**src/rtl/imem_loader_if.sv**
```systemverilog
// Byte-stream input, instruction-memory write port and load status of the boot loader.
// master is the stream/memory side, slave is the loader itself.
interface imem_loader_if;
   logic [7:0]  in_data;
   logic        in_valid;
   logic        in_ready;
   logic        mem_we;
   logic [31:0] mem_addr;
   logic [31:0] mem_wdata;
   logic        core_rst;
   logic        done;
   logic        err;
   logic [15:0] words_loaded;

   modport master (
      output in_data, in_valid,
      input  in_ready, mem_we, mem_addr, mem_wdata, core_rst, done, err, words_loaded
   );

   modport slave (
      input  in_data, in_valid,
      output in_ready, mem_we, mem_addr, mem_wdata, core_rst, done, err, words_loaded
   );
endinterface

```
**src/rtl/imem_loader.sv**
```systemverilog
// Boot loader: parses a 16-bit LE word count, assembles LE 32-bit words from a byte
// stream and writes them to imem from address 0, holding the core in reset until done.
module imem_loader #(
   parameter int ADDR_W = 10
) (
   input  logic         clk,
   input  logic         rst,
   imem_loader_if.slave bus
);
   typedef enum logic [2:0] {S_HDR0, S_HDR1, S_LOAD, S_DONE, S_ERR} state_t;

   localparam logic [16:0] MAX_N = 17'(1) << ADDR_W;

   state_t            state_q, state_d;
   logic [15:0]       n_q, n_d;
   logic [23:0]       asm_q, asm_d;
   logic [1:0]        bcnt_q, bcnt_d;
   logic [ADDR_W:0]   widx_q, widx_d;
   logic [15:0]       wl_q, wl_d;
   logic              we_q, we_d;
   logic [31:0]       addr_q, addr_d;
   logic [31:0]       wdata_q, wdata_d;
   logic              in_ready_q, in_ready_d;
   logic              done_q, done_d;
   logic              err_q, err_d;
   logic              core_rst_q, core_rst_d;

   logic              acc;
   logic [15:0]       n_full;
   logic              last_word;

   assign acc       = bus.in_valid & in_ready_q;
   assign n_full    = {bus.in_data, n_q[7:0]};
   assign last_word = (16'(widx_q) + 16'd1) == n_q;

   always_comb begin
      state_d    = state_q;
      n_d        = n_q;
      asm_d      = asm_q;
      bcnt_d     = bcnt_q;
      widx_d     = widx_q;
      wl_d       = wl_q;
      we_d       = 1'b0;
      addr_d     = addr_q;
      wdata_d    = wdata_q;
      // status flags rise one cycle after the terminal state is entered
      done_d     = done_q | (state_q == S_DONE);
      core_rst_d = core_rst_q | (state_q == S_DONE);
      err_d      = err_q | (state_q == S_ERR);

      case (state_q)
         S_HDR0: if (acc) begin
            n_d[7:0] = bus.in_data;
            state_d  = S_HDR1;
         end
         S_HDR1: if (acc) begin
            n_d[15:8] = bus.in_data;
            if ({1'b0, n_full} > MAX_N) state_d = S_ERR;
            else if (n_full == 16'd0)   state_d = S_DONE;
            else                        state_d = S_LOAD;
         end
         S_LOAD: if (acc) begin
            bcnt_d = bcnt_q + 2'd1;
            asm_d  = {bus.in_data, asm_q[23:8]};
            if (bcnt_q == 2'd3) begin
               we_d    = 1'b1;
               wdata_d = {bus.in_data, asm_q};
               addr_d  = 32'(widx_q) << 2;
               widx_d  = widx_q + 1'b1;
               wl_d    = wl_q + 16'd1;
               if (last_word) state_d = S_DONE;
            end
         end
         default: ;
      endcase

      in_ready_d = (state_d == S_HDR0) || (state_d == S_HDR1) || (state_d == S_LOAD);
   end

   always_ff @(posedge clk or negedge rst) begin
      if (!rst) begin
         state_q    <= S_HDR0;
         n_q        <= '0;
         asm_q      <= '0;
         bcnt_q     <= '0;
         widx_q     <= '0;
         wl_q       <= '0;
         we_q       <= 1'b0;
         addr_q     <= '0;
         wdata_q    <= '0;
         in_ready_q <= 1'b0;
         done_q     <= 1'b0;
         err_q      <= 1'b0;
         core_rst_q <= 1'b0;
      end else begin
         state_q    <= state_d;
         n_q        <= n_d;
         asm_q      <= asm_d;
         bcnt_q     <= bcnt_d;
         widx_q     <= widx_d;
         wl_q       <= wl_d;
         we_q       <= we_d;
         addr_q     <= addr_d;
         wdata_q    <= wdata_d;
         in_ready_q <= in_ready_d;
         done_q     <= done_d;
         err_q      <= err_d;
         core_rst_q <= core_rst_d;
      end
   end

   assign bus.in_ready     = in_ready_q;
   assign bus.mem_we       = we_q;
   assign bus.mem_addr     = addr_q;
   assign bus.mem_wdata    = wdata_q;
   assign bus.core_rst     = core_rst_q;
   assign bus.done         = done_q;
   assign bus.err          = err_q;
   assign bus.words_loaded = wl_q;
endmodule

```
**src/flat_wrapper.sv**
```systemverilog
// flat-port wrapper written by rule: the top's interface ports become plain ports
module imem_loader_flat 
#(
   parameter int ADDR_W = 10
)
  (clk, rst, bus_in_data, bus_in_valid, bus_in_ready, bus_mem_we, bus_mem_addr, bus_mem_wdata, bus_core_rst, bus_done, bus_err, bus_words_loaded);
  imem_loader_if bus_i ();
  input  logic clk;
  input  logic rst;
  input wire logic [$bits(bus_i.in_data)-1:0] bus_in_data;
  input wire logic [$bits(bus_i.in_valid)-1:0] bus_in_valid;
  output wire logic [$bits(bus_i.in_ready)-1:0] bus_in_ready;
  output wire logic [$bits(bus_i.mem_we)-1:0] bus_mem_we;
  output wire logic [$bits(bus_i.mem_addr)-1:0] bus_mem_addr;
  output wire logic [$bits(bus_i.mem_wdata)-1:0] bus_mem_wdata;
  output wire logic [$bits(bus_i.core_rst)-1:0] bus_core_rst;
  output wire logic [$bits(bus_i.done)-1:0] bus_done;
  output wire logic [$bits(bus_i.err)-1:0] bus_err;
  output wire logic [$bits(bus_i.words_loaded)-1:0] bus_words_loaded;
  assign bus_i.in_data = bus_in_data;
  assign bus_i.in_valid = bus_in_valid;
  assign bus_in_ready = bus_i.in_ready;
  assign bus_mem_we = bus_i.mem_we;
  assign bus_mem_addr = bus_i.mem_addr;
  assign bus_mem_wdata = bus_i.mem_wdata;
  assign bus_core_rst = bus_i.core_rst;
  assign bus_done = bus_i.done;
  assign bus_err = bus_i.err;
  assign bus_words_loaded = bus_i.words_loaded;
  imem_loader #(.ADDR_W(ADDR_W)) u_core (.clk(clk), .rst(rst), .bus(bus_i));
endmodule
```
**config.mk**
```make
export PLATFORM = sky130hd
export DESIGN_NAME = imem_loader_flat
export DESIGN_NICKNAME = d
export VERILOG_FILES = /design/src/rtl/imem_loader_if.sv /design/src/rtl/imem_loader.sv /design/src/flat_wrapper.sv
export SDC_FILE = /design/constraint.sdc
export NUM_CORES = 1
export LEC_CHECK = 0
export CAP_MARGIN = 10
export CELL_PAD_IN_SITES_DETAIL_PLACEMENT = 0
export CELL_PAD_IN_SITES_GLOBAL_PLACEMENT = 2
export CORE_MARGIN = 10
export CORE_UTILIZATION = 38
export DETAILED_ROUTE_END_ITERATION = 8
export PLACE_DENSITY_LB_ADDON = 0.3
export SYNTH_ARGS = -nofsm -noshare
export SYNTH_HDL_FRONTEND = slang
export SYNTH_SLANG_ARGS = --single-unit
```
**constraint.sdc**
```tcl
create_clock -name clk -period 4.6 [get_ports clk]
set_clock_uncertainty 0.05 [all_clocks]
set_input_delay 0.69 -clock clk [delete_from_list [all_inputs] [get_ports clk]]
set_output_delay 0.69 -clock clk [all_outputs]
set_load 0.03 [all_outputs]
```
; ---- Word level (Yosys, flattened, before mapping)
; Cells that the tools add are included.
[word_totals]
regBits = 120
inputBits = 11
[classes]
add_sub_neg = 4
order_cmp = 1
eq_ne = 8
n_mux = 11
n_bitwise = 4
reduce_logical = 9
[ops]
columns = op, n
row1 = $mux W3, 6
row2 = $add A16 B1 Y16 const B, 1
row3 = $eq A16 B16 Y1, 1
row4 = $gt A16 B11 Y1 const B, 1
row5 = $logic_not A16 Y1, 1
row6 = $add A11 B1 Y12 const B, 1
row7 = $add A11 B1 Y11 const B, 1
row8 = $eq A3 B2 Y1 const B, 3
row9 = $pmux W3 S3, 1
row10 = $eq A3 B1 Y1 const B, 2
row11 = $logic_not A3 Y1, 2
row12 = $reduce_and A2 Y1, 3
row13 = $mux W1, 4
row14 = $eq A3 B3 Y1 const B, 1
row15 = $or A1 B1 Y1, 3
row16 = $reduce_and A3 Y1, 1
row17 = $add A2 B1 Y2 const B, 1
row18 = $eq A2 B2 Y1 const B, 1
row19 = $logic_or A1 B1 Y1, 2
row20 = $and A1 B1 Y1, 1

; ---- Longest topological paths before layout
; Gate-level depths: netlist (run 1).
[logic_depth]
ltp_word = 9
mapped_depth = 8
depth_no_buf = 7

; ---- Worst setup path before layout (run 1)
; OpenSTA, ideal clock, no wires.
[synth_path]
path_type = register to register
startpoint = register u_core.widx_q[0]
endpoint = register u_core.in_ready_q (netlist: u_core.bus.in_ready)
t_arrival_ns = 1.701
required_time_ns = 4.414
slack_ns = 2.712
stages_incl_launch_ff = 8
path_cell_list = dfrtp_1 > ha_1 > and3_1 > nand3_1 > a2111oi_0 > a311oi_1 > nor4_1 > a211oi_1
[synth_between]
elab_chain_cells = 9
elab_cells_between_ends = 11
classes_between = add/sub (1) / eq/ne (3) / mux (4) / reduce/logical (3)
[synth_lines]
columns = element, line
row1 = from (decl), imem_loader.sv:18  ; logic [ADDR_W:0] widx_q, widx_d;
row2 = from (signal assigned), imem_loader.sv:100  ; widx_q <= widx_d;
row3 = $add A11 B1 Y12 (*), imem_loader.sv:34  ; assign last_word = (16'(widx_q) + 16'd1) == n_q;
row4 = $eq A16 B16 Y1 (*), imem_loader.sv:34
row5 = $mux W3 (*), imem_loader.sv:71  ; if (last_word) state_d = S_DONE;
row6 = $mux W3 (*), imem_loader.sv:65  ; if (bcnt_q == 2'd3) begin
row7 = $mux W3 (*), imem_loader.sv:62  ; S_LOAD: if (acc) begin
row8 = $pmux W3 S3 (*), imem_loader.sv:51  ; case (state_q)
row9 = $eq A3 B1 Y1 or $logic_not A3 Y1 (tied branches), imem_loader.sv:77  ; in_ready_d = (state_d == S_HDR0) || (state_d == S_HDR1) || (state_d == S_LOAD);
row10 = $logic_or A1 B1 Y1, imem_loader.sv:77
row11 = $logic_or A1 B1 Y1 (*), imem_loader.sv:77
row12 = via u_core.in_ready_d, imem_loader.sv:23  ; logic in_ready_q, in_ready_d;
row13 = to (signal assigned), imem_loader.sv:105  ; in_ready_q <= in_ready_d;
row14 = to (decl), imem_loader.sv:23
; The timed path passes the listed nets; every way through them passes the cells marked *.
; A chain may end at the register's enable or synchronous reset.

; ---- Worst setup path after layout (run 1)
[layout_path]
startpoint = input bus_in_valid
endpoint = register u_core.wl_q[14] (netlist: u_core.bus.words_loaded[14])
[layout_between]
elab_chain_cells = 2
[layout_lines]
columns = element, line
row1 = from (decl), flat_wrapper.sv:11  ; input wire logic [$bits(bus_i.in_valid)-1:0] bus_in_valid;
row2 = $and A1 B1 Y1, imem_loader.sv:32  ; assign acc = bus.in_valid & in_ready_q;
row3 = $reduce_and A3 Y1 (no line), --
row4 = to (signal assigned), imem_loader.sv:101  ; wl_q <= wl_d;
row5 = to (decl), imem_loader.sv:19  ; logic [15:0] wl_q, wl_d;
; No other way between the ends.

==> results by stage, run 1 <==
Logic synthesis:
- For this run, asynchronously set or reset flops after synthesis account for 100%.
- The number of standard cells after synthesis is 393.
- The most frequent cell after synthesis is sky130_fd_sc_hd__dfrtp_1.
- In this run, distinct cell masters in the synthesized netlist total 41.
- The share of the yosys chip area belonging to registers is 57.7%.
- Each instance of the synthesized netlist takes up on average 13.3 um2.
- During synthesis, Yosys emitted a total of 0 warnings.
- The number of register bits inferred by synthesis is 120.
- In this run the cell area of the synthesized design comes to roughly 5200 um2.
- The main flop type after synthesis is sky130_fd_sc_hd__dfrtp_1.
- The number of enable flip-flop cells after synthesis is 0.
- Sorting the synthesized cells by how often they occur yields sky130_fd_sc_hd__dfrtp_1, sky130_fd_sc_hd__mux2_2, sky130_fd_sc_hd__buf_4.
- The largest area contributor in the synthesized netlist is sky130_fd_sc_hd__dfrtp_1.
- After synthesis, the cell types taking the most area are sky130_fd_sc_hd__dfrtp_1, sky130_fd_sc_hd__mux2_2, sky130_fd_sc_hd__xnor2_1.
- Of the post-synthesis cell area, the dominant cell type holds between 50% and 60%.

Critical path:
- The launching element type of the critical path is an input pin.
- The data required time of the worst path is 4.85 ns.
- The register-to-register setup slack is 2.12 ns.
- The largest single stage delay on the critical path is approximately 0.53 ns.
- Traced cell by cell, the critical path runs through clkdlybuf4s50_1 > and4_2 > buf_4 > and4_1 > and3_1 > nand4_1 > xnor2_1.
- The worst setup path is captured at a flop.
- The class of the most critical setup path is input pin to flop.
- The maximum fanout along the worst path is 18.
- The arrival time at the worst endpoint is about 2.8 ns.
- The slowest stage of the critical path belongs to the cell sky130_fd_sc_hd__and4_2.

Floorplan:
- The die area is 18800 um2.
- The I/O pin count is 96.
- In this run the vertical extent of the chip is 137 um.
- The die span in x is around 140 um.
- The initial utilization of the core area, before any placement, comes to 39.0%.
- After floorplanning, the core was divided into 42 placement rows.
- The area of the placeable core is 13300 um2.

Placement:
- The half-perimeter wire length of the detailed placement result is between 7 and 8 mm.
- In this run, placement finished with an instance count of 631.
- The congestion estimate from routability-driven global placement came to between 0.7 and 0.8.
- In this run the tool buffered the top-level ports with 74 buffer cells.

GRT:
- The maximum number of pins on one net before global-route repair is 63.
- The total overflow reported by the global router is 0.
- The total routing resource utilization after global routing is 12.5%.
- The initial antenna violation count was 0.
- The first global-routing pass estimated 18.3 mm of wire.
- The via count of the first global-routing pass was 3477.

Detailed routing:
- After detailed routing, the number of remaining DRC violations is 0.
- The total number of vias is 3207.
- The detailed-route wire length per cell is 16.7 um.
- The post-route antenna net violation count is 0.
- The count of routing violations after the opening detailed-route iteration is 126.
- The first-pass iteration count of the detailed router is 4.
- After detailed routing, the number of vias per cell comes to between 4 and 5.
- Summed over all layers, the routed wires come to 11.0 mm.

Final layout:
- The final standard cell utilization of the core is between 40 and 50%.
- The post-layout instance count excluding filler cells is 662.
- The growth of design area from synthesis to finish is 27.6%.
- The antenna diode count is 0.
- The number of nets in the layout is 488.
- In the final layout, the share of cells above drive strength 1 is between 20% and 30%.

Min path:
- The kind of path behind the tightest hold check is input pin to asynchronous set/reset pin.

Run status:
- The flow ran to the end, and the final reports show no timing, DRC or antenna violations.

Clock tree:
- For the worst-skew pair, the clock arrives at the later sink with an insertion delay of 0.41 ns.
- The clock-pin slew on the worst setup and hold paths is 0.05 ns.
- Clock tree synthesis inserted a total of 17 buffers.
- CTS saw 120 sinks.
- The maximum clock path buffer count is 2.
- The H-tree depth is 4.
- TritonCTS built the clock tree.
- After clock tree synthesis, the flow added hold-fix buffers numbering 0.
- Clock tree synthesis selected as its root buffer the cell sky130_fd_sc_hd__clkbuf_16.
- The number of setup buffers added after CTS is 0.
- Gates resized during post-CTS repair numbered 0.

STA:
- Subtracting the final worst setup slack from the clock period gives 2.55 ns.
- The count of endpoints failing setup in the final report is 0.
- The tightest slew margin relative to the limit is about two fifths.
- Final hold analysis gives a worst-case slack of 0.322 ns.
- The final max-slew violation count is 0.
- For the pin with the worst max-slew slack, the measured transition is 0.887 ns.
- Setup repair after global routing left no endpoint under its margin.
- For the final routed database, the setup TNS stands at 0 ns.
- The number of failing hold endpoints at the final stage is 0.
- The final cycle utilization of the critical path is 55.5%.
- Derived from the worst setup path, the maximum achievable clock frequency is roughly 0.4 GHz.

Power:
- In this run the static leakage power is 3.11 nW.
- Summing internal, switching and leakage power gives between 2 and 3 mW.
- The largest vdd supply drop is 270 uV.
- The power density over the cells is 436 nW/um2.

Job:
- The tool flagged a number of max-cap violations equal to 0.
[layer usage]
layer,wire (um),part of all wire [%],GRT usage [%]
met1,4630,42,14.5
met4,197,1.8,6.38
met2,5310,48,19.5
met5,0,0,0
met3,903,8.2,5.32
[cells by family after synthesis]
family	after synthesis	share of synthesized area (%)
buffers and inverters	42	5.00
other	1	0.0720
AND/OR/NAND/NOR	84	8.86
multiplexers	88	19.0
XOR/XNOR	36	6.05
adder cells (fa/ha/maj)	3	0.721
flip-flops	120	57.7
AO/OA/AOI/OAI	19	2.67
[power breakdown]
group | switching, mW | internal [mW]
Clock | 0.468 | 0.874
Sequential | 0.100 | 1.15
Combinational | 0.159 | 0.149
[per-stage QoR]
stage,cell area (um2),worst slack [ns]
finish,6650,2.05
global route,6650,1.87
CTS,6650,2.03
detailed placement,6050,1.59
global placement,6050,1.62
floorplan,5280,2.71
[cells in the final DEF (no fill, tap or decap), drive strengths merged, types with 2 or more instances in the layout]
cell type      instances
nand3                  8
nand2                 18
nor4                   5
xor2                  15
inv                    5
and3                   4
clkinv                 5
clkdlybuf4s50         73
dfrtp                120
nor2b                  3
o21bai                 2
clkbuf                19
buf                    7
clkinvlp               3
ha                     3
nor3                   7
mux2i                  2
mux2                  86
bufinv                 3
o21ai                  3
and2                   2
a21oi                  3
and4                   5
conb                  21
nand2b                 3
a211oi                 2
xnor2                 21
nor2                  15
or3                    2
a21o                   2
nand4                  6
or2                    2
[layout make-up]
class / instances / area [um2]
clock inverters: 12 / 150
inverters: 4 / 15.0
fillers: 1214 / 6700
flip-flops and latches: 120 / 3000
well taps: 176 / 220
multi-input cells: 251 / 2020
repair buffers: 80 / 783
clock buffers: 19 / 453
[critical path, delay by kind of cell]
family	cells	cell delay, ns
xor gates and xnor gates	1	0.14
buffers and inverters	2	0.79
and+or+nand+nor	4	1.16
[flip-flops by register name, summed over array words and instances, names as in the netlist]
signal,count
u_core.asm_q,24
u_core.bus.done,1
u_core.n_q,16
u_core.bus.mem_we,1
u_core.bus.mem_addr,11
u_core.bus.mem_wdata,32
u_core.widx_q,11
u_core.bcnt_q,2
u_core.bus.in_ready,1
u_core.state_q,3
u_core.bus.err,1
u_core.bus.core_rst,1
u_core.bus.words_loaded,16
[path summary, 6_finish.rpt]
kind | start | to | cells past startpoint
max | bus_in_valid | u_core.bus.words_loaded[14] | 7
min | rst | u_core.bus.mem_addr[10] | 1
max reg2reg | u_core.state_q[1] | u_core.bus.words_loaded[14] | 7
min reg2reg | u_core.bus.core_rst | u_core.bus.core_rst | 1
max in group asynchronous | rst | u_core.n_q[3] | 2
min in group clk | u_core.bus.core_rst | u_core.bus.core_rst | 1
Power figures use the tool's default switching activity.
==> run 2, diff against run 1 <==
--- a/config.mk
+++ b/config.mk
@@ -9,7 +9,7 @@
 export CELL_PAD_IN_SITES_DETAIL_PLACEMENT = 0
 export CELL_PAD_IN_SITES_GLOBAL_PLACEMENT = 2
 export CORE_MARGIN = 10
-export CORE_UTILIZATION = 38
+export CORE_UTILIZATION = 35
 export DETAILED_ROUTE_END_ITERATION = 8
 export PLACE_DENSITY_LB_ADDON = 0.3
 export SYNTH_ARGS = -nofsm -noshare
==> constraint.sdc (replaced) <==
create_clock -name clk -period 2.5 [get_ports clk]
set_clock_uncertainty 0.05 [all_clocks]
set_input_delay 0.375 -clock clk [delete_from_list [all_inputs] [get_ports clk]]
set_output_delay 0.375 -clock clk [all_outputs]
set_load 0.03 [all_outputs]
==> results by stage, run 2 (synthesis gave the netlist of run 1 again) <==
Critical path:
- The launching element type of the critical path is a flop (was input pin).
- The arrival time at the worst endpoint is 2.44 ns (was 2.80 ns).
- The data required time of the worst path was 2.75 ns (was 4.85 ns).
- The class of the most critical setup path is flop to flop (was input pin to flop).
- The critical path's top delay family is simple AND/OR/NAND/NOR gates (unchanged).
- The library cell contributing the largest single delay on the critical path is sky130_fd_sc_hd__dfrtp_1 (was sky130_fd_sc_hd__and4_2).
- Cells traversed along the worst timing path: ha_1 > and3_1 > nand3_1 > a2111oi_1 > a311oi_1 > nor4_1 > buf_4 > a211oi_1 (was clkdlybuf4s50_1 > and4_2 > buf_4 > and4_1 > and3_1 > nand4_1 > xnor2_1).
- The worst stage delay on the critical path was 0.40 ns (was 0.53 ns).
- The count of buffer and inverter cells on the critical path is 1 (was 2).
- The kind of capture point of the worst setup path is a flop (unchanged).
- The maximum fanout along the worst path is 5 (was 18).

Clock tree:
- The clock latency on the worst-skew pair was 0.41 ns (about the same).
- The TritonCTS clock tree was yes (unchanged).
- The root buffer cell is sky130_fd_sc_hd__clkbuf_16 (unchanged).
- The number of setup buffers added after CTS is 0 (unchanged).
- The total CTS buffers was 17 (unchanged).
- The clock net sink count is 120 (unchanged).
- The maximum clock path buffer count came to 2 (unchanged).
- The H-tree depth was 4 (unchanged).
- The clock-pin slew on the worst setup and hold paths came to 0.06 ns (was 0.05 ns).

Job:
- The max-capacitance violation count is 0 (unchanged).

Final layout:
- Commonest cells after routing, fill and taps aside: sky130_fd_sc_hd__dfrtp_1, sky130_fd_sc_hd__mux2_2, sky130_fd_sc_hd__clkdlybuf4s50_1 (unchanged).
- The layout cell share with drive strength beyond 1 came to 27.8% (was 26.5%).
- The total area of multi-input combinational cells is 2030 um2 (was 2020 um2).
- The growth of design area from synthesis to finish is 30.1% (was 27.6%).
- The antenna diode count is 0 (unchanged).
- The flip-flop count of the largest register, all copies and words added is 32 (unchanged).
- The post-layout instance count excluding filler cells is 680 (was 662).
- The most common cell after layout, fill and taps aside is sky130_fd_sc_hd__dfrtp_1 (unchanged).
- The count of filler cells inserted in the layout is 1333 (was 1214).
- The sequential cell area came to 3000 um2 (unchanged).
- The number of nets in the layout is 497 (was 488).

STA:
- The worst-margin pin slew is 0.512 ns (was 0.887 ns).
- The maximum clock frequency is ~0.46 GHz.
- The clock period minus final worst setup slack is 2.19 ns.
- The final max-slew violation count came to 0 (unchanged).
- Setup repair after global routing missed its margin: false (unchanged).
- The count of endpoints failing setup in the final report is 0 (unchanged).
- The number of failing hold endpoints at the final stage came to 0 (unchanged).
- Of the available clock period, the critical path in the final layout requires approximately 88%.
- The summed negative setup slack over all endpoints came to 0 ns (unchanged).
- The tightest slew margin relative to the limit is 65.8% (was 40.4%).

Power:
- The power density over the cells is 794 nW/um2 (was 436 nW/um2).
- The leakage component of the power is 3.17 nW (was 3.11 nW).
- The cell internal power dissipation came to 4.06 mW (was 2.17 mW).
- The relative contribution of combinational cells to total power is 10.5% (was 10.6%).
- The sequential fraction of design power was 42.6% (was 43.0%).
- The switching power of the nets came to 1.32 mW (was 0.727 mW).
- The switching part of the total power is 24.5% (was 25.1%).
- The overall power consumption is 5.38 mW (was 2.90 mW).
- The largest vdd supply drop came to 490 uV (was 270 uV).
- The clock group share of total power is 46.9% (was 46.3%).

Detailed routing:
- The total number of vias is 3205 (was 3207).
- The count of routing violations after the opening detailed-route iteration is 161 (was 126).
- The post-detailed-routing wire length is 11.2 mm (was 11.0 mm).
- The via-per-instance ratio is 4.71 (was 4.84).
- The first-pass iteration count of the detailed router is 4 (unchanged).
- The post-route antenna net violation count is 0 (unchanged).
- The number of remaining DRC errors came to 0 (unchanged).
- The detailed-route wire length per cell is 16.5 um (was 16.7 um).

Floorplan:
- The I/O pin count is 96 (unchanged).
- The area of the placeable core is 14500 um2 (was 13300 um2).
- The die area is 20200 um2 (was 18800 um2).
- The effective utilization at floorplan is 35.8% (was 39.0%).
- The count of standard-cell rows is 44 (was 42).
- The vertical extent of the die is 142 um (was 137 um).
- The die span in x was 142 um (was 137 um).

Placement:
- The number of port buffers is 74 (unchanged).
- The final estimated routing congestion in global placement is 0.714 (was 0.765).
- The number of placed instances, taps included came to 647 (was 631).
- The half-perimeter wire length of the detailed placement result is 8.04 mm (was 7.83 mm).

GRT:
- The initial antenna violation count is 0 (unchanged).
- The first-pass GRT wire length is 18.2 mm (was 18.3 mm).
- The global-route met3 utilization is 5.61% (was 5.32%).
- The global routing usage on met1 came to 14.0% (was 14.5%).
- The maximum number of pins on one net before global-route repair was 44 (was 63).
- The layer with the highest usage is met2 (unchanged).
- The total overflow reported by the global router is 0 (unchanged).
- The total routing resource utilization after global routing is 11.6% (was 12.5%).
- The via count of the first global-routing pass was 3406 (was 3477).
- The met2 usage in global routing came to 17.3% (was 19.5%).

Run status:
- Outcome: completed (unchanged).

Min path:
- The kind of path behind the tightest hold check is flop to flop (was input pin to asynchronous set/reset pin).
[run 2: worst reg2reg max path, delay by kind of cell, from the launching register on]
family	cells	cell delay [ns]
and+or+nand+nor	3	0.76
adders and majority gates	1	0.25
buffers and inverters	1	0.18
DFF	1	0.40
AOI/OAI and AO/OA	3	0.45
[run 2: area by class of cell]
cell class / count / area share, %
flip-flops and latches: 120 / 44.3
multi-input cells: 251 / 29.9
repair buffers: 89 / 13.0
clock buffers: 21 / 7.09
well taps: 184 / 3.40
clock inverters: 11 / 2.12
inverters: 4 / 0.222
[run 2: power groups by stage]
stage               combinational, mW  sequential (mW)  clock [mW]
detailed placement              0.573             2.33           0
global placement                0.560             2.31           0
finish                          0.567             2.29        2.52
global route                    0.632             2.32        2.67
floorplan                       0.404             2.30           0
CTS                             0.578             2.29        2.58
[run 2: timing repair]
| action | CTS | global route |
|---|---|---|
| endpoints found under the setup margin | 0 | 2 |
| endpoints found under the hold margin | 33 | 0 |
| gates resized for setup | 0 | 1 |
| hold buffers | 1 | 0 |
[run 2: path summary, 6_finish.rpt]
kind	cells past startpoint	to	slack, ns	start
setup / recovery	8	u_core.bus.in_ready	0.31	u_core.widx_q[1]
hold / removal	1	u_core.bus.core_rst	0.41	u_core.bus.core_rst
setup reg to reg	8	u_core.bus.in_ready	0.31	u_core.widx_q[1]
hold reg to reg	1	u_core.bus.core_rst	0.41	u_core.bus.core_rst
max in group asynchronous	3	u_core.bus.mem_wdata[4]	1.22	rst
min in group asynchronous	2	u_core.bus.mem_addr[11]	0.42	rst
[run 2: through the flow]
step	utilization (%)	hold slack (ns)	setup WS (ns)	area, um2
after global routing	46.6	0.420	0.00934	6780
after global placement	42.3	0.331	0.140	6140
final	46.6	0.412	0.306	6780
after detailed placement	42.3	0.340	0.239	6140
after CTS	46.6	0.414	0.231	6780
after floorplan	-	0.0294	0.612	5280
[run 2: routing by layer]
layer / share of wire, % / routed length, um
met5: 0 / 0
met4: 1.1 / 128
met3: 8.5 / 952
met2: 47 / 5290
met1: 43 / 4820
